==> src/rtl/traffic_light_pkg.sv <==
// Shared phase codes, fault codes and lamp decoding for the traffic light monitor.
package traffic_light_pkg;

  // Monitor state codes, also presented on the phase output.
  typedef enum logic [2:0] {
    PhIdle   = 3'd0,
    PhRed    = 3'd1,
    PhGreen  = 3'd2,
    PhYellow = 3'd3,
    PhFault  = 3'd4
  } phase_e;

  // Classification of one lamp sample.
  typedef enum logic [1:0] {
    LampDark,
    LampValid,
    LampConflict
  } lamp_class_e;

  localparam logic [2:0] FaultNone     = 3'd0;
  localparam logic [2:0] FaultConflict = 3'd1;
  localparam logic [2:0] FaultDark     = 3'd2;
  localparam logic [2:0] FaultIllegal  = 3'd3;
  localparam logic [2:0] FaultShort    = 3'd4;
  localparam logic [2:0] FaultLong     = 3'd5;

  // One-hot is a valid lamp, all-zero is dark, anything else is a conflict.
  function automatic lamp_class_e lamp_class(input logic red, input logic yellow,
                                             input logic green);
    lamp_class_e c;
    case ({red, yellow, green})
      3'b000:                 c = LampDark;
      3'b001, 3'b010, 3'b100: c = LampValid;
      default:                c = LampConflict;
    endcase
    return c;
  endfunction

  // Phase a valid (one-hot) lamp sample stands for; only meaningful for valid samples.
  function automatic phase_e lamp_to_phase(input logic red, input logic yellow,
                                           input logic green);
    phase_e p;
    if (red)         p = PhRed;
    else if (green)  p = PhGreen;
    else if (yellow) p = PhYellow;
    else             p = PhIdle;
    return p;
  endfunction

  // The only legal successor of each lamp phase.
  function automatic phase_e next_phase(input phase_e cur);
    phase_e p;
    case (cur)
      PhRed:    p = PhGreen;
      PhGreen:  p = PhYellow;
      PhYellow: p = PhRed;
      default:  p = PhIdle;
    endcase
    return p;
  endfunction

endpackage

==> src/rtl/traffic_dwell_counter.sv <==
// Dwell counter: clear, load-1, saturating increment, otherwise frozen.
module traffic_dwell_counter #(
  parameter int unsigned CNT_W = 8
) (
  input  logic             clk,
  input  logic             rst_n,
  input  logic             i_clr,
  input  logic             i_load,
  input  logic             i_inc,
  output logic [CNT_W-1:0] o_count
);

  logic [CNT_W-1:0] r_count;

  // Clear beats load beats increment; no request holds the value.
  always_ff @(posedge clk or negedge rst_n) begin
    if (!rst_n) begin
      r_count <= '0;
    end else if (i_clr) begin
      r_count <= '0;
    end else if (i_load) begin
      r_count <= CNT_W'(1);
    end else if (i_inc && (r_count != {CNT_W{1'b1}})) begin
      r_count <= r_count + CNT_W'(1);
    end
  end

  assign o_count = r_count;

endmodule

==> src/rtl/traffic_light_monitor.sv <==
// Traffic light sequence monitor: checks R->G->Y->R order and per-phase dwell limits.
module traffic_light_monitor
  import traffic_light_pkg::*;
#(
  parameter int unsigned MIN_DWELL = 1,
  parameter int unsigned MAX_DWELL = 4,
  parameter int unsigned CNT_W     = 8
) (
  input  logic             clk,
  input  logic             rst_n,
  input  logic             i_red,
  input  logic             i_yellow,
  input  logic             i_green,
  input  logic             i_clr_fault,
  output logic [2:0]       o_phase,
  output logic [CNT_W-1:0] o_dwell,
  output logic             o_fault,
  output logic [2:0]       o_fault_code,
  output logic             o_cycle_done,
  output logic [15:0]      o_cycle_cnt
);

  localparam logic [CNT_W-1:0] MinDwellC = CNT_W'(MIN_DWELL);
  localparam logic [CNT_W-1:0] MaxDwellC = CNT_W'(MAX_DWELL);

  phase_e      r_state, w_state_d;
  logic        r_fault, w_fault_d;
  logic [2:0]  r_code, w_code_d;
  logic        r_done, w_done_d;
  logic [15:0] r_cnt, w_cnt_d;
  // Set while in the first phase after IDLE; that phase is exempt from the too-short check.
  logic        r_first, w_first_d;

  logic             w_dw_clr, w_dw_load, w_dw_inc;
  logic [CNT_W-1:0] w_dwell;
  lamp_class_e      w_class;
  phase_e           w_lamp;

  assign w_class = lamp_class(i_red, i_yellow, i_green);
  assign w_lamp  = lamp_to_phase(i_red, i_yellow, i_green);

  traffic_dwell_counter #(
    .CNT_W (CNT_W)
  ) u_dwell (
    .clk     (clk),
    .rst_n   (rst_n),
    .i_clr   (w_dw_clr),
    .i_load  (w_dw_load),
    .i_inc   (w_dw_inc),
    .o_count (w_dwell)
  );

  // Next-state decode: clear first, then classify the sample against the current phase.
  always_comb begin
    w_state_d = r_state;
    w_fault_d = r_fault;
    w_code_d  = r_code;
    w_done_d  = 1'b0;
    w_cnt_d   = r_cnt;
    w_first_d = r_first;
    w_dw_clr  = 1'b0;
    w_dw_load = 1'b0;
    w_dw_inc  = 1'b0;

    if (i_clr_fault) begin
      w_state_d = PhIdle;
      w_fault_d = 1'b0;
      w_code_d  = FaultNone;
      w_first_d = 1'b0;
      w_dw_clr  = 1'b1;
    end else begin
      unique case (r_state)
        PhIdle: begin
          if (w_class == LampConflict) begin
            w_state_d = PhFault;
            w_fault_d = 1'b1;
            w_code_d  = FaultConflict;
          end else if ((w_class == LampValid) && (w_lamp == PhRed)) begin
            w_state_d = PhRed;
            w_first_d = 1'b1;
            w_dw_load = 1'b1;
          end
        end
        PhRed, PhGreen, PhYellow: begin
          if (w_class == LampConflict) begin
            w_state_d = PhFault;
            w_fault_d = 1'b1;
            w_code_d  = FaultConflict;
          end else if (w_class == LampDark) begin
            w_state_d = PhFault;
            w_fault_d = 1'b1;
            w_code_d  = FaultDark;
          end else if (w_lamp == r_state) begin
            if (w_dwell == MaxDwellC) begin
              w_state_d = PhFault;
              w_fault_d = 1'b1;
              w_code_d  = FaultLong;
            end else begin
              w_dw_inc = 1'b1;
            end
          end else if (w_lamp == next_phase(r_state)) begin
            if (!r_first && (w_dwell < MinDwellC)) begin
              w_state_d = PhFault;
              w_fault_d = 1'b1;
              w_code_d  = FaultShort;
            end else begin
              w_state_d = w_lamp;
              w_first_d = 1'b0;
              w_dw_load = 1'b1;
              if (r_state == PhYellow) begin
                w_done_d = 1'b1;
                w_cnt_d  = r_cnt + 16'd1;
              end
            end
          end else begin
            w_state_d = PhFault;
            w_fault_d = 1'b1;
            w_code_d  = FaultIllegal;
          end
        end
        PhFault: begin
          // Sticky until clr_fault or reset; samples ignored, dwell frozen.
        end
        default: begin
          w_state_d = PhIdle;
        end
      endcase
    end
  end

  // Monitor FSM state and registered outputs.
  always_ff @(posedge clk or negedge rst_n) begin
    if (!rst_n) begin
      r_state <= PhIdle;
      r_fault <= 1'b0;
      r_code  <= FaultNone;
      r_done  <= 1'b0;
      r_cnt   <= 16'd0;
      r_first <= 1'b0;
    end else begin
      r_state <= w_state_d;
      r_fault <= w_fault_d;
      r_code  <= w_code_d;
      r_done  <= w_done_d;
      r_cnt   <= w_cnt_d;
      r_first <= w_first_d;
    end
  end

  assign o_phase      = r_state;
  assign o_dwell      = w_dwell;
  assign o_fault      = r_fault;
  assign o_fault_code = r_code;
  assign o_cycle_done = r_done;
  assign o_cycle_cnt  = r_cnt;

endmodule

==> config.mk <==
export PLATFORM = sky130hd
export DESIGN_NAME = traffic_light_monitor
export DESIGN_NICKNAME = d
export VERILOG_FILES = /design/src/rtl/traffic_light_pkg.sv /design/src/rtl/traffic_dwell_counter.sv /design/src/rtl/traffic_light_monitor.sv
export SDC_FILE = /design/constraint.sdc
export NUM_CORES = 1
export LEC_CHECK = 0
export BUFFER_PORTS_ARGS = -buffer_cell sky130_fd_sc_hd__clkbuf_2
export CAP_MARGIN = 20
export CORE_ASPECT_RATIO = 1.75
export CORE_UTILIZATION = 40
export DETAILED_ROUTE_END_ITERATION = 16
export PLACE_DENSITY = 0.69
export SETUP_SLACK_MARGIN = 0.02
export SLEW_MARGIN = 5
export SYNTH_ARGS = -nofsm -noshare
export SYNTH_HDL_FRONTEND = slang
export SYNTH_SLANG_ARGS = --single-unit
==> constraint.sdc <==
create_clock -name clk -period 6.4 [get_ports clk]
set_clock_uncertainty 0.15 [all_clocks]
set_input_delay 1.6 -clock clk [delete_from_list [all_inputs] [get_ports clk]]
set_output_delay 1.6 -clock clk [all_outputs]
set_load 0.01 [all_outputs]
==> results of run 1 <==
==> registers in the layout (all words and copies together) (netlist names) <==
register / count
o_cycle_cnt: 16
o_cycle_done: 1
o_fault: 1
o_fault_code: 3
o_phase: 3
r_first: 1
u_dwell.o_count: 8
==> per-stage QoR <==
| step | cell area [sq um] | hold WS (ns) |
|---|---|---|
| floorplan | 1922 | 0.3453 |
| global placement | 2140 | 0.3130 |
| detailed placement | 2140 | 0.3099 |
| CTS | 2226 | 0.3237 |
| global route | 2226 | 0.3546 |
| finish | 2226 | 0.3186 |
==> power by group through the flow <==
stage	Clock, uW	Sequential (uW)	Combinational (uW)
finish	153	215	34.0
global route	170	215	38.6
CTS	158	215	34.4
detailed placement	0	219	34.3
global placement	0	219	34.4
floorplan	0	218	21.2
==> logic make-up (layout without fill, tap and decap cells) <==
| family | after synthesis | count (layout) | share of synthesized area, % |
|---|---|---|---|
| flip-flops | 33 | 33 | 42.97 |
| AO/OA/AOI/OAI | 43 | 43 | 15.56 |
| adder cells (fa/ha/maj) | 4 | 4 | 2.604 |
| AND/OR/NAND/NOR | 86 | 86 | 24.54 |
| multiplexers | 5 | 5 | 2.734 |
| XOR/XNOR | 17 | 17 | 7.748 |
| buffers and inverters | 19 | 56 | 3.841 |
==> routing by layer <==
layer	wire [um]	vias to the layer above	share of wire, %
met3	177	9	4.2
li1	-	815	-
met4	94	0	2.2
met2	2148	53	51
met1	1811	802	43
met5	0	-	0
==> area by class of cell <==
class / instances / area [sq um] / area share [%]
well taps: 52 / 65.06 / 2.923
inverters: 11 / 41.29 / 1.855
multi-input cells: 155 / 1022 / 45.92
flip-flops and latches: 33 / 825.8 / 37.10
clock inverters: 3 / 17.52 / 0.7870
clock buffers: 5 / 68.82 / 3.092
repair buffers: 37 / 185.2 / 8.319
==> path summary, 6_finish.rpt <==
kind	to	cells past startpoint	slack, ns	start
min in group asynchronous	o_cycle_cnt[14]	1	1.24	rst_n
max in group asynchronous	o_fault	1	4.34	rst_n
max	u_dwell.o_count[5]	7	2.57	i_yellow
min	o_cycle_cnt[15]	1	0.32	o_cycle_cnt[15]
min reg2reg	o_cycle_cnt[15]	1	0.32	o_cycle_cnt[15]
max reg2reg	u_dwell.o_count[5]	6	3.52	o_phase[1]
==> synth_stat cells (all sizes together) (2+ instances only) <==
library cell	number	area [sq um]
mux2	2	22.52
nor3b	2	15.01
a211oi	2	20.02
a31oi	5	31.28
nand2b	3	18.77
nor2b	3	18.77
a21oi	9	45.04
ha	4	50.05
inv	11	41.29
xnor2	9	78.83
xor2	8	70.07
clkbuf	6	22.52
o21ai	9	45.04
nor4	3	33.78
o21a	2	15.01
nand4	5	31.28
dfrtp	33	825.8
nor3	3	15.01
nand3	11	55.05
nor2	15	61.31
or2	2	12.51
and4	2	17.52
and3	10	62.56
o31ai	4	30.03
mux2i	3	30.03
buf	2	10.01
nand2	22	82.58
==> worst register-to-register path, stage by stage (launching register included) <==
cell and delay (ns):
dfrtp_1 0.53, nor4_1 0.53, o31ai_1 0.19, a211oi_2 0.58, o21a_1 0.35, mux2_2 0.36
mux2i_1 0.12
==> layout by cell type (no fill, tap or decap), types with 5 or more instances in the layout <==
cell type	netlist	routed
clkbuf_2	0	37
xor2_1	8	8
nor2_1	13	13
nand3_1	11	11
a21oi_1	9	9
a31oi_1	5	5
o21ai_0	8	8
inv_1	11	11
xnor2_1	9	9
clkbuf_8	0	5
nand4_1	5	5
dfrtp_1	33	33
and3_1	10	10
nand2_1	22	22
==> flow_metrics.tcl, run 1 <==
set metrics [dict create \
    ys_types 48 \
    numPlacedInstances 288 \
    avgSynthCellArea_sq_um 9.284 \
    place_congestion 0.9157 \
    drc 0 \
    yosys_most_used_dff "dfrtp_1" \
    power.density_nw_per_um2 180.7 \
    hold_viol_final 0 \
    nNetsFinal 253 \
    stdcell_count 296 \
    drt-total-wl_um 4232 \
    p_seq_share_pct 53.4 \
    ys_ff_latch 33 \
    hpwl_um 3157 \
    fin_crit_ns 3.827 \
    grt_max_degree 34 \
    cts-htree-levels 2 \
    drtAntennaViolNets 0 \
    die_h_um 93.70 \
    netSwitchingPower_uw 105.1 \
    final.setup.tns_ns 0 \
    synth-edff-count 0 \
    grt_pass1_wl_um 6900 \
    die_x_um 54.40 \
    power.clock.fraction_pct 38.2 \
    async_flop_share_pct 100.0 \
    cts_buffer_depth 2 \
    rsz0062_at_grt "false" \
    n_fill_cell 471 \
    grt_pass1_vias 1551 \
    root_buffer "clkbuf_8" \
    n_antenna_cell 0 \
    met1_usage_pct 21.80 \
    fin_util_pct 47.71 \
    drtIter0Drc 43 \
    relSlewSlack_pct 46.21 \
    rows 33 \
    post-place-ws_ns 2.319 \
    worst_pin_slew_ns 0.8068 \
    grt_use_met2_pct 29.98 \
    worstSkewPairLatency_ns 0.28 \
    netlist_instances 207 \
    peakVddDrop_mv 0.1891 \
    hold_buffers 0 \
    switching_share_pct 26.13 \
    slowest_stage "a211oi_2" \
    maxCapViolCount 0 \
    tritoncts "done" \
    grt_use_met3_pct 4.207 \
    p_int_uw 297.1 \
    run_status "finished, final reports clean" \
    cp_top_family "compound AO/OA/AOI/OAI gates" \
    portBuffers 37 \
    die_area_sq_um 5097 \
    cts_sinks 33 \
    cts_inserted_buffers 5 \
    max_stage_delay_ns 0.58 \
    grt_use_total_pct 18.37 \
    layout-drive-gt1-share_pct 22.95 \
    cts_setup_buffers 0 \
    antenna_found_initial 0 \
    critical_path_class "input pin to flop" \
    p_leak_uw 0.001116 \
    power.total_uw 402.2 \
    required_ns 6.46 \
    fin_ws_ns 2.573 \
    grt.busiest_layer "met2" \
    finalCritPeriodShare_pct 59.79 \
    worstPathArrival_ns 3.89 \
    cts_resized 0 \
    wl_per_cell_um 14.30 \
    start_util_pct 41.19 \
    final_max_slew_viol_count 0 \
    routed-via-count 1679 \
    clk_pin_slew_ns 0.07 \
    grt-ovfl-total 0 \
    fmax_mhz 261.3 \
    path_buf_inv 1 \
    area_growth_pct 15.82 \
    syn_nets 217 \
    firstDrtPassIters 4 \
    finalSetupViolCount 0 \
    critPathMaxFanout 16 \
    end_kind "flop" \
    coreArea_sq_um 4666 \
    syn_area_sq_um 1922 \
    crit_chain "clkbuf_2, nor4_1, o31ai_1, a211oi_2, o21a_1, mux2_2, mux2i_1" \
    via_per_inst 5.672 \
    ys.warnings.count 0 \
    yosysSeqAreaShare_pct 42.97 \
    hold_class "flop to flop" \
    pwr-share-comb_pct 8.5 \
    ios 38 \
    start_kind "input pin" \
]
No activity file was read; power rests on OpenSTA's default activity.
==> run 2, diff against run 1 <==
- clock period: 6.4 -> 4 ns (I/O delays scaled with it)
==> flow_metrics.tcl, run 2 (same netlist as run 1, synthesis figures left out) <==
set metrics [dict create \
    layout-drive-gt1-share_pct 23.58 \
    nNetsFinal 255 \
    maxCapViolCount 0 \
    p_leak_uw 0.001137 \
    largest_reg_flops 16 \
    final_max_slew_viol_count 0 \
    grt_pass1_wl_um 7024 \
    grt-ovfl-total 0 \
    drc 0 \
    drt-total-wl_um 4267 \
    hpwl_um 3092 \
    hold_viol_final 0 \
    run_status "finished, final reports clean" \
    cts-htree-levels 2 \
    worst_pin_slew_ns 0.8083 \
    fmax_mhz 335.5 \
    end_kind "flop" \
    die_area_sq_um 5097 \
    layout_common_cells "clkbuf_2 (37), dfrtp_1 (33), nand2_1 (22), nor2_1 (13)" \
    final_area_sq_um 2270 \
    routed-via-count 1672 \
    grt_pass1_vias 1483 \
    fin_ws_ns 1.019 \
    cts_sinks 33 \
    fin_crit_ns 2.981 \
    start_kind "input pin" \
    finalCritPeriodShare_pct 74.52 \
    start_util_pct 41.19 \
    ios 38 \
    worstPathArrival_ns 3.05 \
    hold_class "flop to flop" \
    wl_per_cell_um 14.32 \
    die_h_um 93.70 \
    clk_pin_slew_ns 0.08 \
    post-place-ws_ns 0.7534 \
    firstDrtPassIters 4 \
    power.density_nw_per_um2 316.2 \
    layout_commonest_cell "clkbuf_2" \
    n_fill_cell 464 \
    relSlewSlack_pct 46.11 \
    cts_inserted_buffers 5 \
    critical_path_class "input pin to flop" \
    cts_buffer_depth 2 \
    via_per_inst 5.611 \
    hold_buffers 0 \
    rsz0062_at_grt "false" \
    cts_resized 0 \
    required_ns 4.07 \
    die_x_um 54.40 \
    peakVddDrop_mv 0.1923 \
    finalSetupViolCount 0 \
    root_buffer "clkbuf_8" \
    holdWs_ns 0.3188 \
    grt_max_degree 34 \
    drtAntennaViolNets 0 \
    critPathMaxFanout 19 \
    worstSkewPairLatency_ns 0.29 \
    final.setup.tns_ns 0 \
    post_dp_cell_area_sq_um 2155 \
    power.total_uw 717.6 \
    cts_setup_buffers 0 \
    antenna_found_initial 0 \
    drtIter0Drc 39 \
    tritoncts "done" \
    place_congestion 0.8843 \
    n_antenna_cell 0 \
    area_growth_pct 18.10 \
    coreArea_sq_um 4666 \
    grt_use_total_pct 18.74 \
    portBuffers 37 \
    rows 33 \
]
==> run 2: cell types whose count changed in the layout (fill, tap and decap cells not counted), sizes merged <==
cell | previous run | this run
bufinv | 0 | 1
clkinv | 2 | 1
buf | 0 | 2
==> run 2: layer usage <==
metal	track usage [%]	routed length, um	up-vias
met3	3.560	157	14
met4	9.615	127	0
met1	24.87	1946	790
li1	-	-	822
met5	0	0	-
met2	27.95	2035	46
==> run 2: layout make-up <==
cell class	instances	area, sq um	share of cell area (%)
inverter	11	41.29	1.819
sequential	33	825.8	36.38
multi-input combinational	155	1022	45.04
tap	52	65.06	2.867
clock inverter	3	46.29	2.040
timing repair buffer	39	200.2	8.820
clock buffer	5	68.82	3.032
==> run 2: metrics by stage <==
| stage | cells | util (%) |
|---|---|---|
| final | 298 | 48.65 |
| after CTS | 298 | 48.65 |
| after detailed placement | 290 | 46.18 |
| after floorplan | 207 | - |
| after global placement | 290 | 46.18 |
| after global routing | 298 | 48.65 |
==> run 2: worst max-delay path, cell delays in order <==
cell      delay, ns
clkbuf_2       0.23
or4b_1         0.55
a21boi_2       0.20
o211ai_2       0.18
nor4_1         0.50
and3_1         0.24
xor2_1         0.15
==> run 2: final timing paths <==
| check | start | to | slack, ns | depth (start not counted) |
|---|---|---|---|---|
| setup / recovery | i_red | o_cycle_cnt[15] | 1.02 | 7 |
| hold reg to reg | o_cycle_cnt[15] | o_cycle_cnt[15] | 0.32 | 1 |
| hold / removal | o_cycle_cnt[15] | o_cycle_cnt[15] | 0.32 | 1 |
| min in group asynchronous | rst_n | o_cycle_cnt[12] | 0.63 | 1 |
| max in group asynchronous | rst_n | u_dwell.o_count[5] | 2.56 | 1 |
| setup reg to reg | o_phase[0] | o_cycle_cnt[15] | 1.37 | 6 |
==> run 2: report_power, final <==
part | switching (uW) | total [uW] | internal [uW]
logic | 36.4 | 54.9 | 18.5
clock network | 133 | 319 | 186
registers | 6.11 | 344 | 338
total | 175 | 718 | 543
